File: src/rtl/finn_lat_pkg.sv
// Shared definitions for the FINN latency sink.
// Holds the controller state encoding and the default build constants
// used by finn_latency_sink and its timestamp FIFO.
package finn_lat_pkg;

  localparam int unsigned DEF_IN_BEATS  = 10;
  localparam int unsigned DEF_OUT_BEATS = 1;
  localparam int unsigned DEF_TS_DEPTH  = 8;
  localparam int unsigned DEF_CNT_W     = 32;

  typedef enum logic [1:0] {
    ST_IDLE  = 2'd0,
    ST_RUN   = 2'd1,
    ST_ERROR = 2'd2
  } state_e;

endpackage

File: src/rtl/ts_fifo.sv
// Synchronous first-word-fall-through FIFO for frame-start timestamps.
// Ports:
//   clk_i, rst_ni   clock, synchronous active-low reset
//   flush_i         synchronous empty (pointers only)
//   push_i, din_i   write strobe / data
//   pop_i, dout_o   read strobe / head data (valid whenever !empty_o)
//   full_o, empty_o occupancy flags
// Caller guarantees no push when full (unless popping) and no pop when empty.
module ts_fifo #(
  parameter int unsigned DEPTH = 8,
  parameter int unsigned W     = 32
) (
  input  logic         clk_i,
  input  logic         rst_ni,
  input  logic         flush_i,
  input  logic         push_i,
  input  logic         pop_i,
  input  logic [W-1:0] din_i,
  output logic [W-1:0] dout_o,
  output logic         full_o,
  output logic         empty_o
);

  localparam int unsigned AW = $clog2(DEPTH);

  logic [W-1:0] mem_q [DEPTH];
  logic [AW:0]  wr_q, wr_d;
  logic [AW:0]  rd_q, rd_d;

  // Extra pointer MSB distinguishes full from empty when the indices match.
  assign empty_o = (wr_q == rd_q);
  assign full_o  = (wr_q[AW] != rd_q[AW]) && (wr_q[AW-1:0] == rd_q[AW-1:0]);
  assign dout_o  = mem_q[rd_q[AW-1:0]];

  always_comb begin
    wr_d = push_i ? wr_q + 1'b1 : wr_q;
    rd_d = pop_i  ? rd_q + 1'b1 : rd_q;
  end

  always_ff @(posedge clk_i) begin
    if (!rst_ni || flush_i) begin
      wr_q <= '0;
      rd_q <= '0;
    end else begin
      wr_q <= wr_d;
      rd_q <= rd_d;
    end
  end

  always_ff @(posedge clk_i) begin
    if (push_i) mem_q[wr_q[AW-1:0]] <= din_i;
  end

endmodule

File: src/rtl/finn_latency_sink.sv
// Measures FINN accelerator frame latency by snooping the input stream and
// sinking the result stream.
// Ports:
//   ap_clk, ap_rst_n           clock, synchronous active-low reset
//   clear                      synchronous statistics/error clear
//   in_tvalid, in_tready       snooped input-stream handshake
//   s_axis_*                   result stream sink (tready with optional stall)
//   stall_en                   throttle tready one cycle in four
//   lat_valid, lat_cycles      one-cycle pulse with the newest latency sample
//   lat_min, lat_max           running extremes
//   frame_cnt                  completed frames (saturating)
//   last_result                data of last accepted result beat
//   err_overflow/underflow     sticky timestamp FIFO error flags
module finn_latency_sink
  import finn_lat_pkg::*;
#(
  parameter int unsigned IN_BEATS  = DEF_IN_BEATS,
  parameter int unsigned OUT_BEATS = DEF_OUT_BEATS,
  parameter int unsigned TS_DEPTH  = DEF_TS_DEPTH,
  parameter int unsigned CNT_W     = DEF_CNT_W
) (
  input  logic             ap_clk,
  input  logic             ap_rst_n,
  input  logic             clear,
  input  logic             in_tvalid,
  input  logic             in_tready,
  input  logic [7:0]       s_axis_tdata,
  input  logic             s_axis_tvalid,
  output logic             s_axis_tready,
  input  logic             stall_en,
  output logic             lat_valid,
  output logic [CNT_W-1:0] lat_cycles,
  output logic [CNT_W-1:0] lat_min,
  output logic [CNT_W-1:0] lat_max,
  output logic [15:0]      frame_cnt,
  output logic [7:0]       last_result,
  output logic             err_overflow,
  output logic             err_underflow
);

  localparam int unsigned IB_W = (IN_BEATS  > 1) ? $clog2(IN_BEATS)  : 1;
  localparam int unsigned OB_W = (OUT_BEATS > 1) ? $clog2(OUT_BEATS) : 1;

  state_e           state_q, state_d;
  logic [CNT_W-1:0] cyc_q;
  logic [IB_W-1:0]  in_cnt_q;
  logic [OB_W-1:0]  out_cnt_q;
  logic             lat_valid_q, ovf_q, unf_q;
  logic [CNT_W-1:0] lat_cycles_q, lat_min_q, lat_max_q;
  logic [15:0]      frame_cnt_q;
  logic [7:0]       last_result_q;

  logic             in_hs, out_hs, frame_start, frame_end;
  logic             push_ok, pop_ok, set_ovf, set_unf;
  logic             fifo_full, fifo_empty;
  logic [CNT_W-1:0] fifo_head, sample;

  assign in_hs       = in_tvalid & in_tready;
  assign out_hs      = s_axis_tvalid & s_axis_tready;
  assign frame_start = in_hs && (in_cnt_q == '0);
  assign frame_end   = out_hs && (out_cnt_q == OB_W'(OUT_BEATS - 1));
  assign sample      = cyc_q - fifo_head;

  ts_fifo #(.DEPTH(TS_DEPTH), .W(CNT_W)) u_ts_fifo (
    .clk_i   (ap_clk),
    .rst_ni  (ap_rst_n),
    .flush_i (clear),
    .push_i  (push_ok),
    .pop_i   (pop_ok),
    .din_i   (cyc_q),
    .dout_o  (fifo_head),
    .full_o  (fifo_full),
    .empty_o (fifo_empty)
  );

  // State register
  always_ff @(posedge ap_clk) begin
    if (!ap_rst_n) state_q <= ST_IDLE;
    else           state_q <= state_d;
  end

  // Next state and FIFO action decode; clear overrides every handshake.
  always_comb begin
    state_d = state_q;
    push_ok = 1'b0;
    pop_ok  = 1'b0;
    set_ovf = 1'b0;
    set_unf = 1'b0;
    case (state_q)
      ST_IDLE: begin
        if (out_hs) begin
          set_unf = 1'b1;
          state_d = ST_ERROR;
        end else if (frame_start) begin
          push_ok = 1'b1;
          state_d = ST_RUN;
        end
      end
      ST_RUN: begin
        if (frame_end && fifo_empty) begin
          set_unf = 1'b1;
          state_d = ST_ERROR;
        end else if (frame_start && fifo_full && !frame_end) begin
          set_ovf = 1'b1;
          state_d = ST_ERROR;
        end else begin
          push_ok = frame_start;
          pop_ok  = frame_end;
        end
      end
      default: state_d = ST_ERROR;
    endcase
    if (clear) begin
      state_d = ST_IDLE;
      push_ok = 1'b0;
      pop_ok  = 1'b0;
      set_ovf = 1'b0;
      set_unf = 1'b0;
    end
  end

  // Output decode: ERROR keeps draining the result stream regardless of stall.
  always_comb begin
    s_axis_tready = 1'b0;
    if (ap_rst_n) begin
      s_axis_tready = (state_q == ST_ERROR) || !(stall_en && (cyc_q[1:0] == 2'b11));
    end
  end

  always_ff @(posedge ap_clk) begin
    if (!ap_rst_n) cyc_q <= '0;
    else           cyc_q <= cyc_q + 1'b1;
  end

  always_ff @(posedge ap_clk) begin
    if (!ap_rst_n || clear) begin
      in_cnt_q  <= '0;
      out_cnt_q <= '0;
    end else if (state_q != ST_ERROR) begin
      if (in_hs)
        in_cnt_q <= (in_cnt_q == IB_W'(IN_BEATS - 1)) ? '0 : in_cnt_q + 1'b1;
      if (out_hs)
        out_cnt_q <= (out_cnt_q == OB_W'(OUT_BEATS - 1)) ? '0 : out_cnt_q + 1'b1;
    end
  end

  always_ff @(posedge ap_clk) begin
    if (!ap_rst_n || clear) begin
      lat_valid_q   <= 1'b0;
      lat_cycles_q  <= '0;
      lat_min_q     <= '1;
      lat_max_q     <= '0;
      frame_cnt_q   <= '0;
      last_result_q <= '0;
      ovf_q         <= 1'b0;
      unf_q         <= 1'b0;
    end else begin
      lat_valid_q <= pop_ok;
      ovf_q       <= ovf_q | set_ovf;
      unf_q       <= unf_q | set_unf;
      if (pop_ok) begin
        lat_cycles_q <= sample;
        if (sample < lat_min_q) lat_min_q <= sample;
        if (sample > lat_max_q) lat_max_q <= sample;
        if (frame_cnt_q != 16'hFFFF) frame_cnt_q <= frame_cnt_q + 1'b1;
      end
      if (out_hs && state_q != ST_ERROR) last_result_q <= s_axis_tdata;
    end
  end

  assign lat_valid     = lat_valid_q;
  assign lat_cycles    = lat_cycles_q;
  assign lat_min       = lat_min_q;
  assign lat_max       = lat_max_q;
  assign frame_cnt     = frame_cnt_q;
  assign last_result   = last_result_q;
  assign err_overflow  = ovf_q;
  assign err_underflow = unf_q;

endmodule

File: config.mk
export PLATFORM = sky130hd
export DESIGN_NAME = finn_latency_sink
export DESIGN_NICKNAME = d
export VERILOG_FILES = /design/src/rtl/finn_lat_pkg.sv /design/src/rtl/ts_fifo.sv /design/src/rtl/finn_latency_sink.sv
export SDC_FILE = /design/constraint.sdc
export NUM_CORES = 1
export LEC_CHECK = 0
export ABC_CLOCK_PERIOD_IN_PS = 16100
export BUFFER_PORTS_ARGS = -buffer_cell sky130_fd_sc_hd__buf_2
export CAP_MARGIN = 20
export CORE_MARGIN = 5
export CORE_UTILIZATION = 45
export CTS_CLUSTER_SIZE = 30
export DETAILED_ROUTE_END_ITERATION = 16
export GPL_ROUTABILITY_DRIVEN = 0
export HOLD_SLACK_MARGIN = 0.1
export PLACE_DENSITY = 0.69
export SYNTH_ARGS = -nofsm -noshare
export SYNTH_HDL_FRONTEND = slang
export SYNTH_HIERARCHICAL = 1
export SYNTH_SLANG_ARGS = --single-unit
File: constraint.sdc
create_clock -name ap_clk -period 16.1 [get_ports ap_clk]
set_input_delay 3.22 -clock ap_clk [delete_from_list [all_inputs] [get_ports ap_clk]]
set_output_delay 3.22 -clock ap_clk [all_outputs]
set_load 0.01 [all_outputs]
* Word level (Yosys, flattened, before mapping)
Memory sizes are Yosys's and may differ from the RTL's. A register that Yosys moved wholly into a read port is not among the register bits.
Cells that the tools add are included.
** Word-level totals
- Memories :: 1
- Word-level logic and storage cells :: 93
- Register bits after elaboration :: 170
- Input bits :: 15
- Bits in writable memories :: 256
** Cells by class
- Add/sub/neg operators :: 7
- $lt $le $gt $ge :: 2
- Multiplexer cells :: 30
- Reduce and logical (&&, ||, !) cells :: 22
- Bitwise logic cells :: 6
- Equal/unequal tests :: 11
** Memory list
- u_ts_fifo.mem_q :: depth 8, width 32, rd ports 1, clocked after Yosys merged registers in 1, wr ports 1, RTL line ts_fifo.sv:26 : logic [W-1:0] mem_q [DEPTH];
** Operators with widths (count)
- 32-bit by 1-bit adder with 32-bit output (second input constant) :: 1
- 32-bit > comparator :: 1
- 32-bit less-than comparator :: 1
- 32-bit subtractor :: 1
- 1-bit 2-to-1 mux :: 20
- 16-bit by 1-bit adder with 16-bit output (second input constant) :: 1
- 16-bit != test (second input constant) :: 1
- 4-bit by 1-bit adder with 4-bit output (second input constant) :: 3
- 2-bit AND reduction :: 6
- 1-bit logical AND :: 8
- 2-bit 2-to-1 mux :: 4
- 3-bit 2-to-1 mux :: 2
- 3-bit != test (second input constant) :: 2
- 2-bit equality test (second input constant) :: 2
- 4-bit equality test :: 1
- 4-bit equality test (second input constant) :: 1
- 4-bit logical NOT :: 1
- 4-bit 2-to-1 mux :: 1
- 1-bit case mux with 2 select lines :: 2
- 2-bit case mux with 2 select lines :: 1
- 3-bit equality test :: 1
- 1-bit logical NOT :: 3
- 1-bit bitwise AND :: 2
- 2-bit by 1-bit equality test with 1-bit output (second input constant) :: 1
- 8 further kinds :: 11

* Depth between registers and ports, before layout
- Depth in word-level cells :: 15
- Depth in mapped cells :: 27
- Mapped depth without buffers :: 21

* Modules after synthesis
The synthesis kept the hierarchy.
** Modules (own cells, without submodules)
- ts_fifo :: area an instance 10262.3 sq um, instances 1, cells each 428, sequential area each 7907.6 sq um
- finn_latency_sink :: area an instance 9740.6 sq um, instances 1, cells each 1197, sequential area each 3223.1 sq um

* Worst setup path after synthesis
No wires, ideal clock.
- Path kind :: input to register
- Start point :: input port ap_rst_n
- End point :: memory u_ts_fifo.mem_q[2][0] (enable)
- Path buffers :: 0
- Data arrival time :: 7113 ps
- Stages on the path :: 8
- Library setup time :: 461 ps
- Path slack :: 8527 ps
- Cell sequence :: inv_1 a31oi_1 nand2_1 nand4_1 nand3b_1 nor4b_1 nand2_1 nor3_1
** Between the ends
- Word-level cells in the longest chain between the ends :: 11
- Elaborated cells on any way between the ends :: 13
** RTL lines
- from (decl) :: RTL line finn_latency_sink.sv:23 : input logic ap_rst_n,
- 1-bit 2-to-1 mux (*) :: RTL line finn_latency_sink.sv:125 : if (ap_rst_n) begin
- via s_axis_tready :: RTL line finn_latency_sink.sv:29 : output logic s_axis_tready,
- 1-bit bitwise AND (*) :: RTL line finn_latency_sink.sv:59 : assign out_hs = s_axis_tvalid & s_axis_tready;
- 1-bit logical AND :: RTL line finn_latency_sink.sv:61 : assign frame_end = out_hs && (out_cnt_q == OB_W'(OUT_BEATS - 1));
- 1-bit logical NOT :: RTL line finn_latency_sink.sv:103 : end else if (frame_start && fifo_full && !frame_end) begin
- 1-bit logical AND :: RTL line finn_latency_sink.sv:103
- 1-bit 2-to-1 mux :: RTL line finn_latency_sink.sv:103
- 1-bit 2-to-1 mux :: RTL line finn_latency_sink.sv:100 : if (frame_end && fifo_empty) begin
- 1-bit case mux with 2 select lines (*) :: RTL line finn_latency_sink.sv:89 : case (state_q)
- 1-bit 2-to-1 mux (*) :: RTL line finn_latency_sink.sv:113 : if (clear) begin
- via push_ok :: RTL line finn_latency_sink.sv:54 : logic push_ok, pop_ok, set_ovf, set_unf;
- 1-bit 2-to-1 mux (*) :: RTL line ts_fifo.sv:51 : if (push_i) mem_q[wr_q[AW-1:0]] <= din_i;
- 1-bit 2-to-1 mux (not written as such) (*) :: RTL line ts_fifo.sv:51
- to (decl) :: RTL line ts_fifo.sv:26
Mark *: on every way through the listed nets, which the timed path passes. The rest lies on a longest branch.

* Worst setup path after layout
- Start point :: input port ap_rst_n
- End point :: output port s_axis_tready
** Between the ends
- Word-level cells in the longest chain between the ends :: 1
** RTL lines (RTL line)
- 1-bit 2-to-1 mux :: finn_latency_sink.sv:125
- to (decl) :: finn_latency_sink.sv:29
Every way passes these cells.

==> flow_summary_export.csv <==
group,metric,value,unit
run_status,status,"finished clean",
cells_and_area,insertedDiodeCount,0,
synth,syn-instance-count,1625,
route,drt-pass1-iter-count,5,
floorplanning,dieArea,48800,sq um
floorplanning,core_area,44100,sq um
clock_tree,cts-root-buf,"clkbuf_16",
placement,placedCellCount,2307,
cells_and_area,final_area,22800,sq um
setup_path,crit_required,12.88,ns
clock_tree,cts.clk_slew.worst_paths,0.06,ns
cells_and_area,drive_above_1_share,17.6,%
setup_path,start_kind,"input port",
clock_tree,clockBufferDepth,3,
route,avgViaCountPerCell,5.49,
placement,place_area,21300,sq um
clock_tree,cts_resized,0,
timing,period_share,48.5,%
synth,yosysUniqueCellTypes,73,
timing,rsz0062_at_grt,"false",
timing,tns,0,ns
placement,hpwl,30800,um
timing,fin_skew,0.0173,ns
setup_path,r2r_cells,21,
synth,syn-cell-area,20000,sq um
synth,syn_nets,1739,
floorplanning,die-height,221,um
clock_tree,cts_htree_levels,2,
clock_tree,numCtsBuffers,44,
floorplanning,io_pins,139,
synth,synthMostInstantiatedCell,"edfxtp_1",
synth,synth_edf_count,256,
grt,track_usage,18.1,%
timing,fmaxAchievable,128,MHz
synth,syn_area_per_cell,12.3,sq um
clock_tree,clock_latency,0.56,ns
cells_and_area,nFillCells,3778,
clock_tree,cts_tree,"yes",
grt,grt_pass1_vias,13100,
grt,antenna_found_initial,0,
synth,synth_top_cell_by_area,"edfxtp_1",
worst_hold_path,hp-class,"reg -> reg",
grt,gr-total-overflow,0,
synth,yosysTopAreaCellShare,38.4,%
worst_hold_path,min_path_cells,2,
clock_tree,cts_setup_buffers,0,
timing,setup_viol,0,
synth,synthFlopType,"edfxtp_1",
route,routedWlPerCell,19.1,um
setup_path,end_kind,"output pin",
clock_tree,postCtsHoldBufs,0,
timing,max_slew_margin,29.9,%
placement,portBuffers,138,
timing,final-max-slew-violation-count,0,
setup_path,critical_path_class,"in -> out",
grt,grt_max_degree,86,
power_and_ir_drop,irDropWorstVdd,0.0000733,V
cells_and_area,area_growth,13.9,%
synth,synth.area.top_cells,"edfxtp_1 (38%), dfxtp_1 (17%), ha_1 (6.1%)",
synth,synth_common_cells,"edfxtp_1 (256), dfxtp_1 (172), nor2_1 (133), nand2_1 (129), inv_1 (122)",
setup_path,critPathMaxFanout,30,
timing,hold_violations,0,
power_and_ir_drop,p_total,2220,uW
job,max_cap_viol_count,0,
setup_path,arrival,4.59,ns
timing,period_minus_slack,7.81,ns
synth,async_reset_ff_share,0,%
power_and_ir_drop,leakage,0.00903,uW
grt,grt_pass1_wl,72400,um
route,route.detailed.drc,0,
cells_and_area,finalNetCount,1875,
floorplanning,initial_utilization,45.3,%
synth,ys_seq_elements,428,
timing,worst_pin_slew,1.04,ns
route,vias,13100,
route,drt-initial-drc-count,834,
power_and_ir_drop,pwr_density_cell,97.4,nW/um^2
floorplanning,rows,77,
timing,holdWs,0.450,ns
synth,yosys_warnings,6,
floorplanning,dieWidth,221,um
synth,ys_seq_area_share,55.6,%
cells_and_area,finalNonFillerCells,2389,
clock_tree,cts.sinks,428,
route,ant_nets,0,
route,wl,45700,um
layer usage:
layer	track usage (%)	vias to the layer above	share of wire, %
met4	5.16	0	2.6
met3	2.81	78	5.1
met5	0	-	0
li1	-	6253	-
met1	24.1	6433	44
met2	31.1	343	48
flip-flops by register name, indices dropped and copies added, names as in the netlist, named ones only:
register / count
u_ts_fifo/wr_q: 4
lat_valid: 1
lat_max: 32
state_q: 2
lat_min: 32
u_ts_fifo/rd_q: 4
in_cnt_q: 4
lat_cycles: 32
last_result: 8
cyc_q: 32
err_underflow: 1
frame_cnt: 16
err_overflow: 1
u_ts_fifo/mem_q: 256
power breakdown:
group / internal (uW) / total [uW] / switching [uW]
sequential: 1150 / 1160 / 3.40
clock: 578 / 1000 / 427
combinational: 21.3 / 58.6 / 37.2
total: 1750 / 2220 / 467
cell families (layout without fill, tap and decap cells):
kind of cell,after synthesis,after routing,synth area share [%]
xor gates and xnor gates,72,72,3.15
muxes,154,154,12.7
AOI/OAI and AO/OA,243,243,7.86
DFF,428,428,55.6
adders and majority gates,99,99,6.23
buffers and inverters,189,361,4.11
and+or+nand+nor,440,440,10.3
through the flow:
stage,setup WS [ns],util (%)
floorplan,8.53,-
finish,8.29,51.6
CTS,8.27,51.6
detailed placement,8.27,48.4
global route,8.03,51.6
global placement,8.29,48.3
cells in the final DEF (no fill, tap or decap), drive strengths merged, types with 12 or more instances in the layout:
| cell | count |
|---|---|
| xor2 | 39 |
| nand4 | 26 |
| edfxtp | 256 |
| mux2 | 32 |
| a21o | 33 |
| buf | 157 |
| nor2 | 133 |
| mux2i | 58 |
| ha | 98 |
| nand2 | 129 |
| o21ai | 46 |
| xnor2 | 33 |
| clkbuf | 54 |
| mux4 | 64 |
| nand3 | 46 |
| a211oi | 12 |
| dfxtp | 172 |
| inv | 125 |
| clkinv | 21 |
| and3 | 18 |
| a21oi | 90 |
| nor3 | 18 |
| and2 | 15 |
final timing paths:
path,to,slack [ns],start
worst max-delay path,s_axis_tready,8.29,ap_rst_n
worst min-delay path,lat_cycles[17],0.45,lat_cycles[17]
worst max register to register,lat_min[21],8.53,register
worst min register to register,lat_cycles[17],0.45,lat_cycles[17]
final cells by class:
| cell class | instances | area (sq um) | area share (%) |
|---|---|---|---|
| inverter | 122 | 458 | 2.01 |
| clock buffer | 54 | 1190 | 5.22 |
| tap | 592 | 741 | 3.25 |
| multi-input combinational | 1008 | 8160 | 35.8 |
| sequential | 428 | 11100 | 48.9 |
| timing repair buffer | 157 | 853 | 3.75 |
| clock inverter | 28 | 244 | 1.07 |
critical path: stages:
cell and delay, ns:
buf_2 0.21, inv_1 0.46, a31oi_1 0.49, buf_2 0.21
Power figures use the tool's default switching activity.
